$ cat src/rtl/fir_sweep_meter_pkg.sv
// Shared types and default parameters for the FIR sweep response meter.
package fir_meter_pkg;

    typedef enum logic [1:0] {
        IDLE,
        SETTLE,
        MEASURE,
        REPORT
    } meter_state_t;

    localparam int DEF_DATA_WIDTH    = 16;
    localparam int DEF_STEP_WIDTH    = 32;
    localparam int DEF_SETTLE_CYCLES = 64;
    localparam int DEF_WINDOW_CYCLES = 400;

    function automatic int max_int(input int a, input int b);
        return (a > b) ? a : b;
    endfunction

endpackage

$ cat src/rtl/fir_sweep_meter_if.sv
// Sample stream, step marker and measurement results of the sweep meter.
interface fir_sweep_meter_if
    import fir_meter_pkg::*;
#(
    parameter int DATA_WIDTH = DEF_DATA_WIDTH,
    parameter int STEP_WIDTH = DEF_STEP_WIDTH
);
    logic                  i_step_start;
    logic [STEP_WIDTH-1:0] i_phase_step;
    logic [DATA_WIDTH-1:0] i_data;
    logic                  o_busy;
    logic                  o_valid;
    logic [STEP_WIDTH-1:0] o_phase_step;
    logic [DATA_WIDTH-1:0] o_max;
    logic [DATA_WIDTH-1:0] o_min;
    logic [DATA_WIDTH:0]   o_amplitude;

    modport master (
        output i_step_start, i_phase_step, i_data,
        input  o_busy, o_valid, o_phase_step, o_max, o_min, o_amplitude
    );

    modport slave (
        input  i_step_start, i_phase_step, i_data,
        output o_busy, o_valid, o_phase_step, o_max, o_min, o_amplitude
    );
endinterface

$ cat src/rtl/fir_sweep_meter_peak_tracker.sv
// Running signed max/min: load seeds both extremes, update widens them.
module peak_tracker #(
    parameter int DATA_WIDTH = 16
) (
    input  logic                         clk,
    input  logic                         srst,
    input  logic                         load,
    input  logic                         update,
    input  logic signed [DATA_WIDTH-1:0] data,
    output logic signed [DATA_WIDTH-1:0] max_val,
    output logic signed [DATA_WIDTH-1:0] min_val
);
    logic signed [DATA_WIDTH-1:0] max_reg;
    logic signed [DATA_WIDTH-1:0] min_reg;

    always_ff @(posedge clk) begin
        if (srst) begin
            max_reg <= '0;
            min_reg <= '0;
        end else if (load) begin
            max_reg <= data;
            min_reg <= data;
        end else if (update) begin
            if (data > max_reg) max_reg <= data;
            if (data < min_reg) min_reg <= data;
        end
    end

    assign max_val = max_reg;
    assign min_val = min_reg;
endmodule

$ cat src/rtl/fir_sweep_meter.sv
// Per-step settle/measure/report sequencer producing peak-to-peak amplitude
// tagged with the phase increment of each sweep step.
module fir_sweep_meter
    import fir_meter_pkg::*;
#(
    parameter int DATA_WIDTH    = DEF_DATA_WIDTH,
    parameter int STEP_WIDTH    = DEF_STEP_WIDTH,
    parameter int SETTLE_CYCLES = DEF_SETTLE_CYCLES,
    parameter int WINDOW_CYCLES = DEF_WINDOW_CYCLES
) (
    input  logic              i_clk,
    input  logic              i_rst,
    fir_sweep_meter_if.slave  bus
);
    localparam int CNT_W = $clog2(max_int(SETTLE_CYCLES, WINDOW_CYCLES) + 1);
    localparam logic [CNT_W-1:0] SETTLE_LAST =
        CNT_W'((SETTLE_CYCLES > 0) ? SETTLE_CYCLES - 1 : 0);
    localparam logic [CNT_W-1:0] WINDOW_LAST = CNT_W'(WINDOW_CYCLES - 1);

    meter_state_t          state_reg, state_next;
    logic [CNT_W-1:0]      cnt_reg, cnt_next;
    logic [STEP_WIDTH-1:0] tag_reg, tag_next;
    logic                  load, update, report;

    logic signed [DATA_WIDTH-1:0] run_max, run_min;
    logic signed [DATA_WIDTH:0]   amp_next;

    logic                  valid_reg;
    logic [STEP_WIDTH-1:0] phase_out_reg;
    logic [DATA_WIDTH-1:0] max_reg, min_reg;
    logic [DATA_WIDTH:0]   amp_reg;

    always_comb begin
        state_next = state_reg;
        cnt_next   = cnt_reg;
        tag_next   = tag_reg;
        load       = 1'b0;
        update     = 1'b0;
        report     = 1'b0;
        case (state_reg)
            IDLE: begin
                if (bus.i_step_start) begin
                    tag_next   = bus.i_phase_step;
                    cnt_next   = '0;
                    state_next = SETTLE;
                end
            end
            SETTLE: begin
                if (bus.i_step_start) begin
                    tag_next   = bus.i_phase_step;
                    cnt_next   = '0;
                    state_next = SETTLE;
                end else if (SETTLE_CYCLES == 0 || cnt_reg == SETTLE_LAST) begin
                    cnt_next   = '0;
                    state_next = MEASURE;
                end else begin
                    cnt_next = cnt_reg + 1'b1;
                end
            end
            MEASURE: begin
                if (bus.i_step_start) begin
                    tag_next   = bus.i_phase_step;
                    cnt_next   = '0;
                    state_next = SETTLE;
                end else begin
                    // The first window sample seeds both extremes.
                    load   = (cnt_reg == '0);
                    update = (cnt_reg != '0);
                    if (cnt_reg == WINDOW_LAST) begin
                        cnt_next   = '0;
                        state_next = REPORT;
                    end else begin
                        cnt_next = cnt_reg + 1'b1;
                    end
                end
            end
            REPORT: begin
                report     = 1'b1;
                state_next = IDLE;
                // A new step here still lets the finished step report first.
                if (bus.i_step_start) begin
                    tag_next   = bus.i_phase_step;
                    cnt_next   = '0;
                    state_next = SETTLE;
                end
            end
            default: state_next = IDLE;
        endcase
    end

    assign amp_next = {run_max[DATA_WIDTH-1], run_max} - {run_min[DATA_WIDTH-1], run_min};

    always_ff @(posedge i_clk) begin
        if (i_rst) begin
            state_reg     <= IDLE;
            cnt_reg       <= '0;
            tag_reg       <= '0;
            valid_reg     <= 1'b0;
            phase_out_reg <= '0;
            max_reg       <= '0;
            min_reg       <= '0;
            amp_reg       <= '0;
        end else begin
            state_reg <= state_next;
            cnt_reg   <= cnt_next;
            tag_reg   <= tag_next;
            valid_reg <= report;
            if (report) begin
                phase_out_reg <= tag_reg;
                max_reg       <= run_max;
                min_reg       <= run_min;
                amp_reg       <= amp_next;
            end
        end
    end

    peak_tracker #(
        .DATA_WIDTH (DATA_WIDTH)
    ) u_peak (
        .clk     (i_clk),
        .srst    (i_rst),
        .load    (load),
        .update  (update),
        .data    ($signed(bus.i_data)),
        .max_val (run_max),
        .min_val (run_min)
    );

    assign bus.o_busy       = (state_reg == SETTLE) || (state_reg == MEASURE);
    assign bus.o_valid      = valid_reg;
    assign bus.o_phase_step = phase_out_reg;
    assign bus.o_max        = max_reg;
    assign bus.o_min        = min_reg;
    assign bus.o_amplitude  = amp_reg;
endmodule

$ cat src/flat_wrapper.sv
// flat-port wrapper written by rule: the top's interface ports become plain ports
module fir_sweep_meter_flat import fir_meter_pkg::*;
#(
    parameter int DATA_WIDTH    = DEF_DATA_WIDTH,
    parameter int STEP_WIDTH    = DEF_STEP_WIDTH,
    parameter int SETTLE_CYCLES = DEF_SETTLE_CYCLES,
    parameter int WINDOW_CYCLES = DEF_WINDOW_CYCLES
)
  (i_clk, i_rst, bus_i_step_start, bus_i_phase_step, bus_i_data, bus_o_busy, bus_o_valid, bus_o_phase_step, bus_o_max, bus_o_min, bus_o_amplitude);
  fir_sweep_meter_if #(.DATA_WIDTH(DATA_WIDTH), .STEP_WIDTH(STEP_WIDTH)) bus_i ();
  input  logic i_clk;
  input  logic i_rst;
  input wire logic [$bits(bus_i.i_step_start)-1:0] bus_i_step_start;
  input wire logic [$bits(bus_i.i_phase_step)-1:0] bus_i_phase_step;
  input wire logic [$bits(bus_i.i_data)-1:0] bus_i_data;
  output wire logic [$bits(bus_i.o_busy)-1:0] bus_o_busy;
  output wire logic [$bits(bus_i.o_valid)-1:0] bus_o_valid;
  output wire logic [$bits(bus_i.o_phase_step)-1:0] bus_o_phase_step;
  output wire logic [$bits(bus_i.o_max)-1:0] bus_o_max;
  output wire logic [$bits(bus_i.o_min)-1:0] bus_o_min;
  output wire logic [$bits(bus_i.o_amplitude)-1:0] bus_o_amplitude;
  assign bus_i.i_step_start = bus_i_step_start;
  assign bus_i.i_phase_step = bus_i_phase_step;
  assign bus_i.i_data = bus_i_data;
  assign bus_o_busy = bus_i.o_busy;
  assign bus_o_valid = bus_i.o_valid;
  assign bus_o_phase_step = bus_i.o_phase_step;
  assign bus_o_max = bus_i.o_max;
  assign bus_o_min = bus_i.o_min;
  assign bus_o_amplitude = bus_i.o_amplitude;
  fir_sweep_meter #(.DATA_WIDTH(DATA_WIDTH), .STEP_WIDTH(STEP_WIDTH), .SETTLE_CYCLES(SETTLE_CYCLES), .WINDOW_CYCLES(WINDOW_CYCLES)) u_core (.i_clk(i_clk), .i_rst(i_rst), .bus(bus_i));
endmodule
$ cat config.mk
export PLATFORM = sky130hd
export DESIGN_NAME = fir_sweep_meter_flat
export DESIGN_NICKNAME = d
export VERILOG_FILES = /design/src/rtl/fir_sweep_meter_pkg.sv /design/src/rtl/fir_sweep_meter_if.sv /design/src/rtl/fir_sweep_meter_peak_tracker.sv /design/src/rtl/fir_sweep_meter.sv /design/src/flat_wrapper.sv
export SDC_FILE = /design/constraint.sdc
export NUM_CORES = 1
export LEC_CHECK = 0
export CAP_MARGIN = 20
export CORE_MARGIN = 2
export CORE_UTILIZATION = 47
export CTS_CLUSTER_SIZE = 10
export DETAILED_ROUTE_END_ITERATION = 10
export PLACE_DENSITY = 0.81
export SYNTH_ARGS = -nofsm -noshare
export SYNTH_HDL_FRONTEND = slang
export SYNTH_SLANG_ARGS = --single-unit
$ cat constraint.sdc
create_clock -name i_clk -period 2.65 [get_ports i_clk]
set_input_delay 0.3975 -clock i_clk [delete_from_list [all_inputs] [get_ports i_clk]]
set_output_delay 0.3975 -clock i_clk [all_outputs]
set_load 0.02 [all_outputs]
# After elaboration in Yosys (flattened, before gate mapping)
# Index checks and enable logic that the tools add are counted.
[op_classes]
n_reduce_logical = 12
addsub = 2
n_mux = 26
shifts = 0
multipliers = 0
eq_ne = 10
div_mod_pow = 0
n_bitwise = 0
magnitude_cmp = 2
[ops]
columns = ["cell", "count"]
rows = [
  ["$mux W16", 6],
  ["$mux W32", 2],
  ["$mux W9", 5],
  ["$pmux W9 S3", 1],
  ["$sub A16 B16 Y17", 1],
  ["$gt A16 B16 Y1", 1],
  ["$lt A16 B16 Y1", 1],
  ["$mux W2", 5],
  ["$add A9 B1 Y9 const B", 1],
  ["$eq A9 B6 Y1 const B", 1],
  ["$eq A9 B9 Y1 const B", 1],
  ["$logic_not A9 Y1", 1],
  ["$reduce_bool A9 Y1", 1],
  ["$pmux W2 S4", 1],
  ["$mux W1", 6],
  ["$ne A3 B2 Y1 const B", 2],
  ["$reduce_bool A2 Y1", 3],
  ["$eq A2 B2 Y1 const B", 2],
  ["$ne A2 B1 Y1 const B", 2],
  ["$reduce_and A2 Y1", 2],
  ["$reduce_or A4 Y1", 1],
  ["$reduce_and A3 Y1", 1],
  ["$eq A2 B1 Y1 const B", 1],
  ["$logic_not A2 Y1", 1],
  ["other kinds (3)", 3],
]
[totals]
romBits = 0
mem_count = 0
out_inout_bits = 83
regBits = 157
latch_bits = 0
inputBits = 51
wordCells = 62
ram_bits = 0

# Logic depth before layout (Yosys ltp)
# Gate-level depths: netlist of run 1.
[depth]
ltp_word = 5
mapped_depth = 10
depth_no_buf = 10

# Modules after synthesis
# Synthesis of run 1 repeated with hierarchy kept, for this count alone.
[hier_totals]
hier_cells = 833
area_unflattened_um2 = 7563.5
[by_module_without_submodules]
columns = ["module", "area_per_inst_um2", "seq_area_each_um2", "n_inst", "cells_per_inst"]
rows = [
  ["fir_sweep_meter", 5358.9, 2502.4, 1, 594],
  ["peak_tracker", 2204.6, 640.6, 1, 239],
]

# Worst setup path before layout of run 1
# OpenSTA, ideal clock, no wires.
[synth_path]
path_kind = "input to register"
startpoint = "input port bus_i_data[12]"
endpoint = "register u_core.u_peak.max_reg[10], in the netlist u_core.u_peak.max_val[10]"
slack_ps = 149
t_arrival_ps = 2374
cell_stages = 9
path_buffers = 1
required_ps = 2522
setup_ps = 128
path_cell_list = "ha_1 -> nand4_1 -> or4_2 -> nand3_1 -> nand2_1 -> mux2i_4 -> buf_12 -> mux2i_1 -> nor2_1"
[synth_between]
elab_chain_len = 3
[synth_lines]
columns = ["element", "line", "text"]
rows = [
  ["from (decl)", "flat_wrapper.sv:15", "input wire logic [$bits(bus_i.i_data)-1:0] bus_i_data;"],
  ["$gt A16 B16 Y1", "fir_sweep_meter_peak_tracker.sv:24", "if (data > max_reg) max_reg <= data;"],
  ["$reduce_bool A2 Y1 (no source line)", "-", ""],
  ["$reduce_and A2 Y1 (no source line)", "-", ""],
  ["to (signal assigned)", "fir_sweep_meter_peak_tracker.sv:21", "max_reg <= data;"],
  ["to (signal assigned)", "fir_sweep_meter_peak_tracker.sv:24", ""],
  ["to (decl)", "fir_sweep_meter_peak_tracker.sv:13", "logic signed [DATA_WIDTH-1:0] max_reg;"],
]
# Every way passes these cells.
# A chain may end at the register's enable or synchronous reset.

# Worst setup path after layout of run 1
[layout_path]
startpoint = "register u_core.u_peak.max_reg[9], in the netlist u_core.u_peak.max_val[9]"
endpoint = "register u_core.u_peak.max_reg[10], in the netlist u_core.u_peak.max_val[10]"
[layout_between]
elab_chain_len = 3
[layout_lines]
columns = ["element", "line"]
rows = [
  ["$gt A16 B16 Y1", "fir_sweep_meter_peak_tracker.sv:24"],
  ["$reduce_bool A2 Y1 (no source line)", "-"],
  ["$reduce_and A2 Y1 (no source line)", "-"],
]
# Every way passes these cells.

==> flow_summary.json, run 1 <==
{
  "ctsHoldBuffers": 0,
  "ys_warn_count": 0,
  "nNetsFinal": 1086,
  "setup_ws_ps": 36.07,
  "fillerInstances": 1167,
  "tightest_slew_ps": 564.3,
  "ff_latch_area_um2": 3149,
  "syn_nets": 917,
  "yosysUniqueCellTypes": 51,
  "intPower_mw": 4.358,
  "leakage_nw": 3.962,
  "fin_worst_skew_ps": 7.818,
  "hold_viol": 0,
  "multiInputGateArea_um2": 3908,
  "pwr-share-seq_pct": 42.6,
  "max_cap_viol_count": 0,
  "hp-class": "in2reg",
  "startpoint": "u_core.u_peak.max_val[9]$_SDFFE_PP0P_",
  "fin_crit_ps": 2614,
  "vdd_drop_max_uv": 401.0,
  "r2r_slack_ps": 40,
  "synth_ff_type": "dfxtp_1",
  "cts.sinks": 157,
  "synth_edf_count": 0,
  "core_um2": 15150,
  "n_antenna_cell": 0,
  "maxSlewViolCount": 0,
  "r2r_start": "u_core.u_peak.max_val[9]$_SDFFE_PP0P_",
  "maxSlewHeadroom_pct": 62.38,
  "port-buffer-count": 133,
  "antenna_found_initial": 0,
  "netlist_instances": 812,
  "endpoint": "u_core.u_peak.max_val[10]$_SDFFE_PP0P_",
  "root_buffer": "clkbuf_16",
  "critPathMaxFanout": 7,
  "arrival_ps": 2920,
  "post_drt_wl_per_cell_um": 15.84,
  "avgSynthCellArea_um2": 8.951,
  "initial_core_util_pct": 47.99,
  "clkPwrFrac_pct": 45.7,
  "area_growth_pct": 36.36,
  "numCtsBuffers": 17,
  "ios": 134,
  "power_per_cell_area_nw_per_um2": 583.4,
  "yosys.area.top_type": "dfxtp_1",
  "grtUsageTotal_pct": 22.35,
  "routed_wl_um": 18730,
  "synth_top_area_share_pct": 43.24,
  "setup_viol_count_final": 0,
  "reg2regPathDepth": 10,
  "outcome": "finished, final reports clean",
  "grt_pass1_vias": 6104,
  "crit_required_ps": 2950,
  "dieArea_um2": 16480,
  "final_layout_size_suffix_gt1_share_pct": 12.07,
  "cts_tree": "built",
  "ant_nets": 0,
  "pwr-share-comb_pct": 11.7,
  "period_share_pct": 98.64,
  "hold_slack_ps": 366.7,
  "clk_latency_ps": 430,
  "grt_max_degree": 49,
  "swShare_pct": 24.62,
  "drt_pass1_iterations": 5,
  "crit_type": "reg2reg",
  "hpwlAfterDp_um": 12730,
  "drtIter0Drc": 470,
  "endpoint_kind": "flip-flop",
  "cp-start-kind": "flip-flop",
  "switching_power_mw": 1.423,
  "async_flop_share_pct": 0,
  "clk_pin_slew_ps": 70,
  "syn_area_um2": 7268,
  "vias": 6315,
  "overflow": 0,
  "ys_ff_latch": 157,
  "r2r_end": "u_core.u_peak.max_val[10]$_SDFFE_PP0P_",
  "grt_pass1_wl_um": 29370,
  "post-route-drc-count": 0,
  "dp_slack_ps": -550.3,
  "yosysSeqAreaShare_pct": 43.24,
  "die_y_um": 128.4,
  "synthTopCellsByArea": "dfxtp_1, mux2i_1, ha_1",
  "cts_htree_levels": 4,
  "vias_per_cell": 5.343,
  "gp_congestion": 0.8988,
  "clockBufferDepth": 2,
  "die_x_um": 128.4,
  "max_freq_ghz": 0.3826,
  "fp-row-count": 45
}
-- layout make-up --
class / count / share of cell area [%]
clock inverter: 13 / 2.033
tap: 188 / 2.373
multi-input combinational: 573 / 39.43
timing repair buffer: 187 / 18.22
clock buffer: 19 / 4.469
sequential: 157 / 31.78
inverter: 45 / 1.704
-- stage by stage --
| step | instance area [um2] | instances | power [mW] | util (%) | TNS (ps) |
|---|---|---|---|---|---|
| after floorplan | 7268 | 812 | 2.900 | - | 0 |
| after global placement | 9047 | 1145 | 3.131 | 59.74 | -11880 |
| after detailed placement | 9047 | 1145 | 3.149 | 59.74 | -14570 |
| after CTS | 9698 | 1177 | 5.796 | 64.03 | 0 |
| after global routing | 9911 | 1182 | 6.002 | 65.44 | -368.7 |
| final | 9911 | 1182 | 5.782 | 65.44 | 0 |
-- cell families after synthesis --
family,Yosys count,share of synthesized area [%]
flip-flops,157,43.24
AO/OA/AOI/OAI,111,9.296
adder cells (fa/ha/maj),54,9.399
multiplexers,102,14.22
buffers and inverters,82,4.803
AND/OR/NAND/NOR,290,17.11
XOR/XNOR,16,1.928
-- layer usage --
layer | track usage (%) | vias up | part of all wire [%]
li1 | - | 3113 | -
met1 | 29.16 | 2970 | 45
met3 | 4.241 | 50 | 4.6
met2 | 35.64 | 182 | 47
met5 | 0 | - | 0
met4 | 11.12 | 0 | 3.5
-- cell usage in the layout (no fill, tap or decap), types with 5 or more instances in the layout --
cell,synthesis,routed
nor2b_1,7,7
o211ai_1,6,6
o21a_1,7,7
xnor2_1,9,9
nand3_1,13,11
dlymetal6s2s_1,0,5
nor2_1,142,141
ha_4,0,5
clkbuf_16,0,19
xor2_1,7,7
a21oi_1,52,51
nand4_1,14,14
dfxtp_2,0,5
ha_1,53,48
inv_1,45,41
dfxtp_1,157,152
buf_4,0,50
mux2i_1,101,99
nand2_1,88,86
o21ai_0,18,16
nor3_1,6,6
clkdlybuf4s50_1,0,127
-- worst max-delay path, stage by stage, from the launching register on --
cell and delay [ps]:
dfxtp_1 410, inv_1 70, ha_1 340, nand2_1 90
or4_4 520, a21oi_2 110, and4bb_4 210, mux2i_4 250
buf_6 200, mux2i_2 240, nor2_1 60
-- worst min-delay path by stage --
stage	startpoint	endpoint	cells past startpoint
after floorplan	u_core.tag_reg[0]$_SDFFE_PP0P_	u_core.tag_reg[0]$_SDFFE_PP0P_	2
after global placement	u_core.tag_reg[22]$_SDFFE_PP0P_	u_core.tag_reg[22]$_SDFFE_PP0P_	2
after detailed placement	u_core.tag_reg[15]$_SDFFE_PP0P_	u_core.tag_reg[15]$_SDFFE_PP0P_	2
after CTS	i_rst	u_core.bus.o_max[14]$_SDFFE_PP0P_	2
after global routing	bus_i_data[2]	u_core.u_peak.min_val[2]$_SDFFE_PP0P_	3
final	bus_i_data[2]	u_core.u_peak.min_val[2]$_SDFFE_PP0P_	3
-- synthesized netlist by cell type, drive strengths merged, types with 6 or more instances --
cell type / n
nand4: 14
ha: 53
nand3: 13
inv: 45
nand2: 88
nor2b: 7
a211oi: 6
xnor2: 9
dfxtp: 157
o21ai: 18
nor3: 6
a21oi: 52
clkbuf: 33
o21a: 7
mux2i: 102
nor2: 142
o211ai: 7
xor2: 7
-- what timing repair did --
item | 4_1_cts | 5_1_grt
buffers inserted | 0 | 3
cloned | 0 | 2
pin swaps | 0 | 15
endpoints found under the setup margin | 16 | 33
gates resized for setup | 2 | 36
-- power by group through the flow --
stage,registers [mW],logic (mW),clock network (mW)
after CTS,2.46,0.644,2.69
final,2.46,0.674,2.64
after floorplan,2.51,0.391,0
after global placement,2.51,0.619,0
after global routing,2.47,0.745,2.79
after detailed placement,2.52,0.634,0
Note: power is estimated with default switching activity, not from simulation.
==> inputs of run 2 (changes only) <==
--- a/config.mk
+++ b/config.mk
@@ -8,6 +8,7 @@
 export CAP_MARGIN = 20
 export CORE_MARGIN = 2
 export CORE_UTILIZATION = 47
+export CTS_BUF_LIST = sky130_fd_sc_hd__clkbuf_4 sky130_fd_sc_hd__clkbuf_8 sky130_fd_sc_hd__clkbuf_16
 export CTS_CLUSTER_SIZE = 10
 export DETAILED_ROUTE_END_ITERATION = 10
 export PLACE_DENSITY = 0.81
==> flow_summary.json, run 2 (synthesis gave the netlist of run 1 again) <==
{
  "die_y_um": 128.4,
  "overflow": 0,
  "outcome": "finished with violations",
  "maxSlewViolCount": 0,
  "critPathMaxFanout": 7,
  "cts.sinks": 157,
  "grt_max_degree": 49,
  "gp_congestion": 0.8988,
  "slowest_delay_ps": 550,
  "vdd_drop_max_uv": 402.2,
  "crit_type": "reg2reg",
  "initial_core_util_pct": 47.99,
  "postPlaceCellArea_um2": 9047,
  "crit_required_ps": 2960,
  "fin_crit_ps": 2667,
  "die_x_um": 128.4,
  "drt_pass1_iterations": 5,
  "final_layout_size_suffix_gt1_share_pct": 11.67,
  "cts_tree": "built",
  "antenna_found_initial": 0,
  "clk_latency_ps": 430,
  "hp-class": "in2reg",
  "power_per_cell_area_nw_per_um2": 586.5,
  "routed_wl_um": 18600,
  "ctsHoldBuffers": 0,
  "numCtsBuffers": 17,
  "clockBufferDepth": 2,
  "endpoint_kind": "flip-flop",
  "fin_worst_skew_ps": 10.36,
  "power_mw": 5.793,
  "final_cell_mix": "dfxtp_1, nor2_1, clkdlybuf4s50_1",
  "cp_cell_sequence": "inv_1 -> ha_1 -> nand4_1 -> or4_4 -> a21oi_2 -> and4bb_4 -> mux2i_4 -> buf_6 -> mux2i_2 -> nor2_1",
  "post-route-drc-count": 0,
  "vias_per_cell": 5.323,
  "mostFrequentLayoutCell": "dfxtp_1",
  "critical-path-slowest-cell": "or4_4",
  "cts_htree_levels": 4,
  "hold_viol": 0,
  "dp_cells": 1145,
  "drtIter0Drc": 321,
  "n_antenna_cell": 0,
  "grtUsageTotal_pct": 22.33,
  "clk_pin_slew_ps": 70,
  "period_share_pct": 100.6,
  "root_buffer": "clkbuf_16",
  "startpoint": "u_core.u_peak.max_val[11]$_SDFFE_PP0P_",
  "violations": "negative setup slack",
  "cp-start-kind": "flip-flop",
  "area_growth_pct": 35.89,
  "fp-row-count": 45,
  "hp-start": "bus_i_data[2]",
  "ios": 134,
  "leakage_nw": 3.962,
  "hpwlAfterDp_um": 12730,
  "instances_no_fill": 1182,
  "max_cap_viol_count": 0,
  "dp_slack_ps": -550.3,
  "max_freq_ghz": 0.3750,
  "arrival_ps": 2970,
  "grt_pass1_wl_um": 29330,
  "fillerInstances": 1165,
  "dieArea_um2": 16480,
  "post_drt_wl_per_cell_um": 15.74,
  "core_um2": 15150,
  "final_cell_area_um2": 9877,
  "ant_nets": 0,
  "vias": 6292,
  "setup_ws_ps": -17.02,
  "setup_viol_count_final": 1,
  "maxSlewHeadroom_pct": 61.11,
  "r2r_start": "u_core.u_peak.max_val[11]$_SDFFE_PP0P_",
  "port-buffer-count": 133,
  "grt_pass1_vias": 6083,
  "tightest_slew_ps": 583.3,
  "nNetsFinal": 1086
}
run 2: cell count changes in the layout (fill, tap and decap cells not counted):
cell,before,now
clkbuf_1,1,0
clkbuf_4,0,1
inv_1,41,43
inv_2,4,2
ha_4,5,2
ha_1,48,51
run 2: repair_timing:
action	in CTS	in global routing
pin swaps	0	15
setup buffers	0	3
gates resized for setup	2	31
setup endpoints to repair	16	33
cloned	0	2
run 2: report_power, final:
part	switching [mW]	leakage [nW]	internal [mW]
Clock	1.02	0.312	1.64
Combinational	0.365	2.38	0.304
Sequential	0.0396	1.27	2.42
Total	1.43	3.96	4.37
run 2: path summary, 6_finish.rpt:
kind | to | slack, ps | depth (start not counted)
setup / recovery | u_core.u_peak.max_val[10]$_SDFFE_PP0P_ | -20 | 10
hold / removal | u_core.u_peak.min_val[2]$_SDFFE_PP0P_ | 360 | 3
setup reg to reg | u_core.u_peak.max_val[10]$_SDFFE_PP0P_ | -20 | 10
hold reg to reg | u_core.tag_reg[15]$_SDFFE_PP0P_ | 450 | 2
run 2: critical path, delay by kind of cell (launching register included):
kind                       cells  cell delay, ps
muxes                          2             510
DFF                            1             320
AOI/OAI and AO/OA              1             120
buffers and inverters          2             240
and+or+nand+nor                4            1040
adders and majority gates      1             300
run 2: cell type report:
cell class	instances	area (um2)	area share, %
clock buffers	19	446.7	4.522
clock inverters	13	201.4	2.040
inverters	45	168.9	1.710
multi-input cells	573	3870	39.18
flip-flops and latches	157	3149	31.88
well taps	188	235.2	2.382
repair buffers	187	1805	18.28
run 2: routing by layer:
layer  up-vias  share of wire [%]  GRT usage (%)
met1      2959                 46          29.25
met5         -                  0              0
met4         0                3.5          10.99
li1       3112                  -              -
met3        49                4.0          4.158
met2       172                 47          35.58
run 2: per-stage QoR:
stage                     setup TNS, ps  utilization, %  hold WS [ps]
after floorplan                       0               -         431.5
after global placement           -11880           59.74         438.2
after detailed placement         -14570           59.74         444.6
after CTS                             0           64.06         360.0
after global routing              -1478           65.21         377.1
final                            -17.02           65.21         358.7
==> inputs of run 3 (changes only) <==
--- a/config.mk
+++ b/config.mk
@@ -11,6 +11,7 @@
 export CTS_BUF_LIST = sky130_fd_sc_hd__clkbuf_4 sky130_fd_sc_hd__clkbuf_8 sky130_fd_sc_hd__clkbuf_16
 export CTS_CLUSTER_SIZE = 10
 export DETAILED_ROUTE_END_ITERATION = 10
+export HOLD_SLACK_MARGIN = 0.1
 export PLACE_DENSITY = 0.81
 export SYNTH_ARGS = -nofsm -noshare
 export SYNTH_HDL_FRONTEND = slang
==> results of run 3 <==
The final DEF is identical to that of run 2; final timing and power are the same.
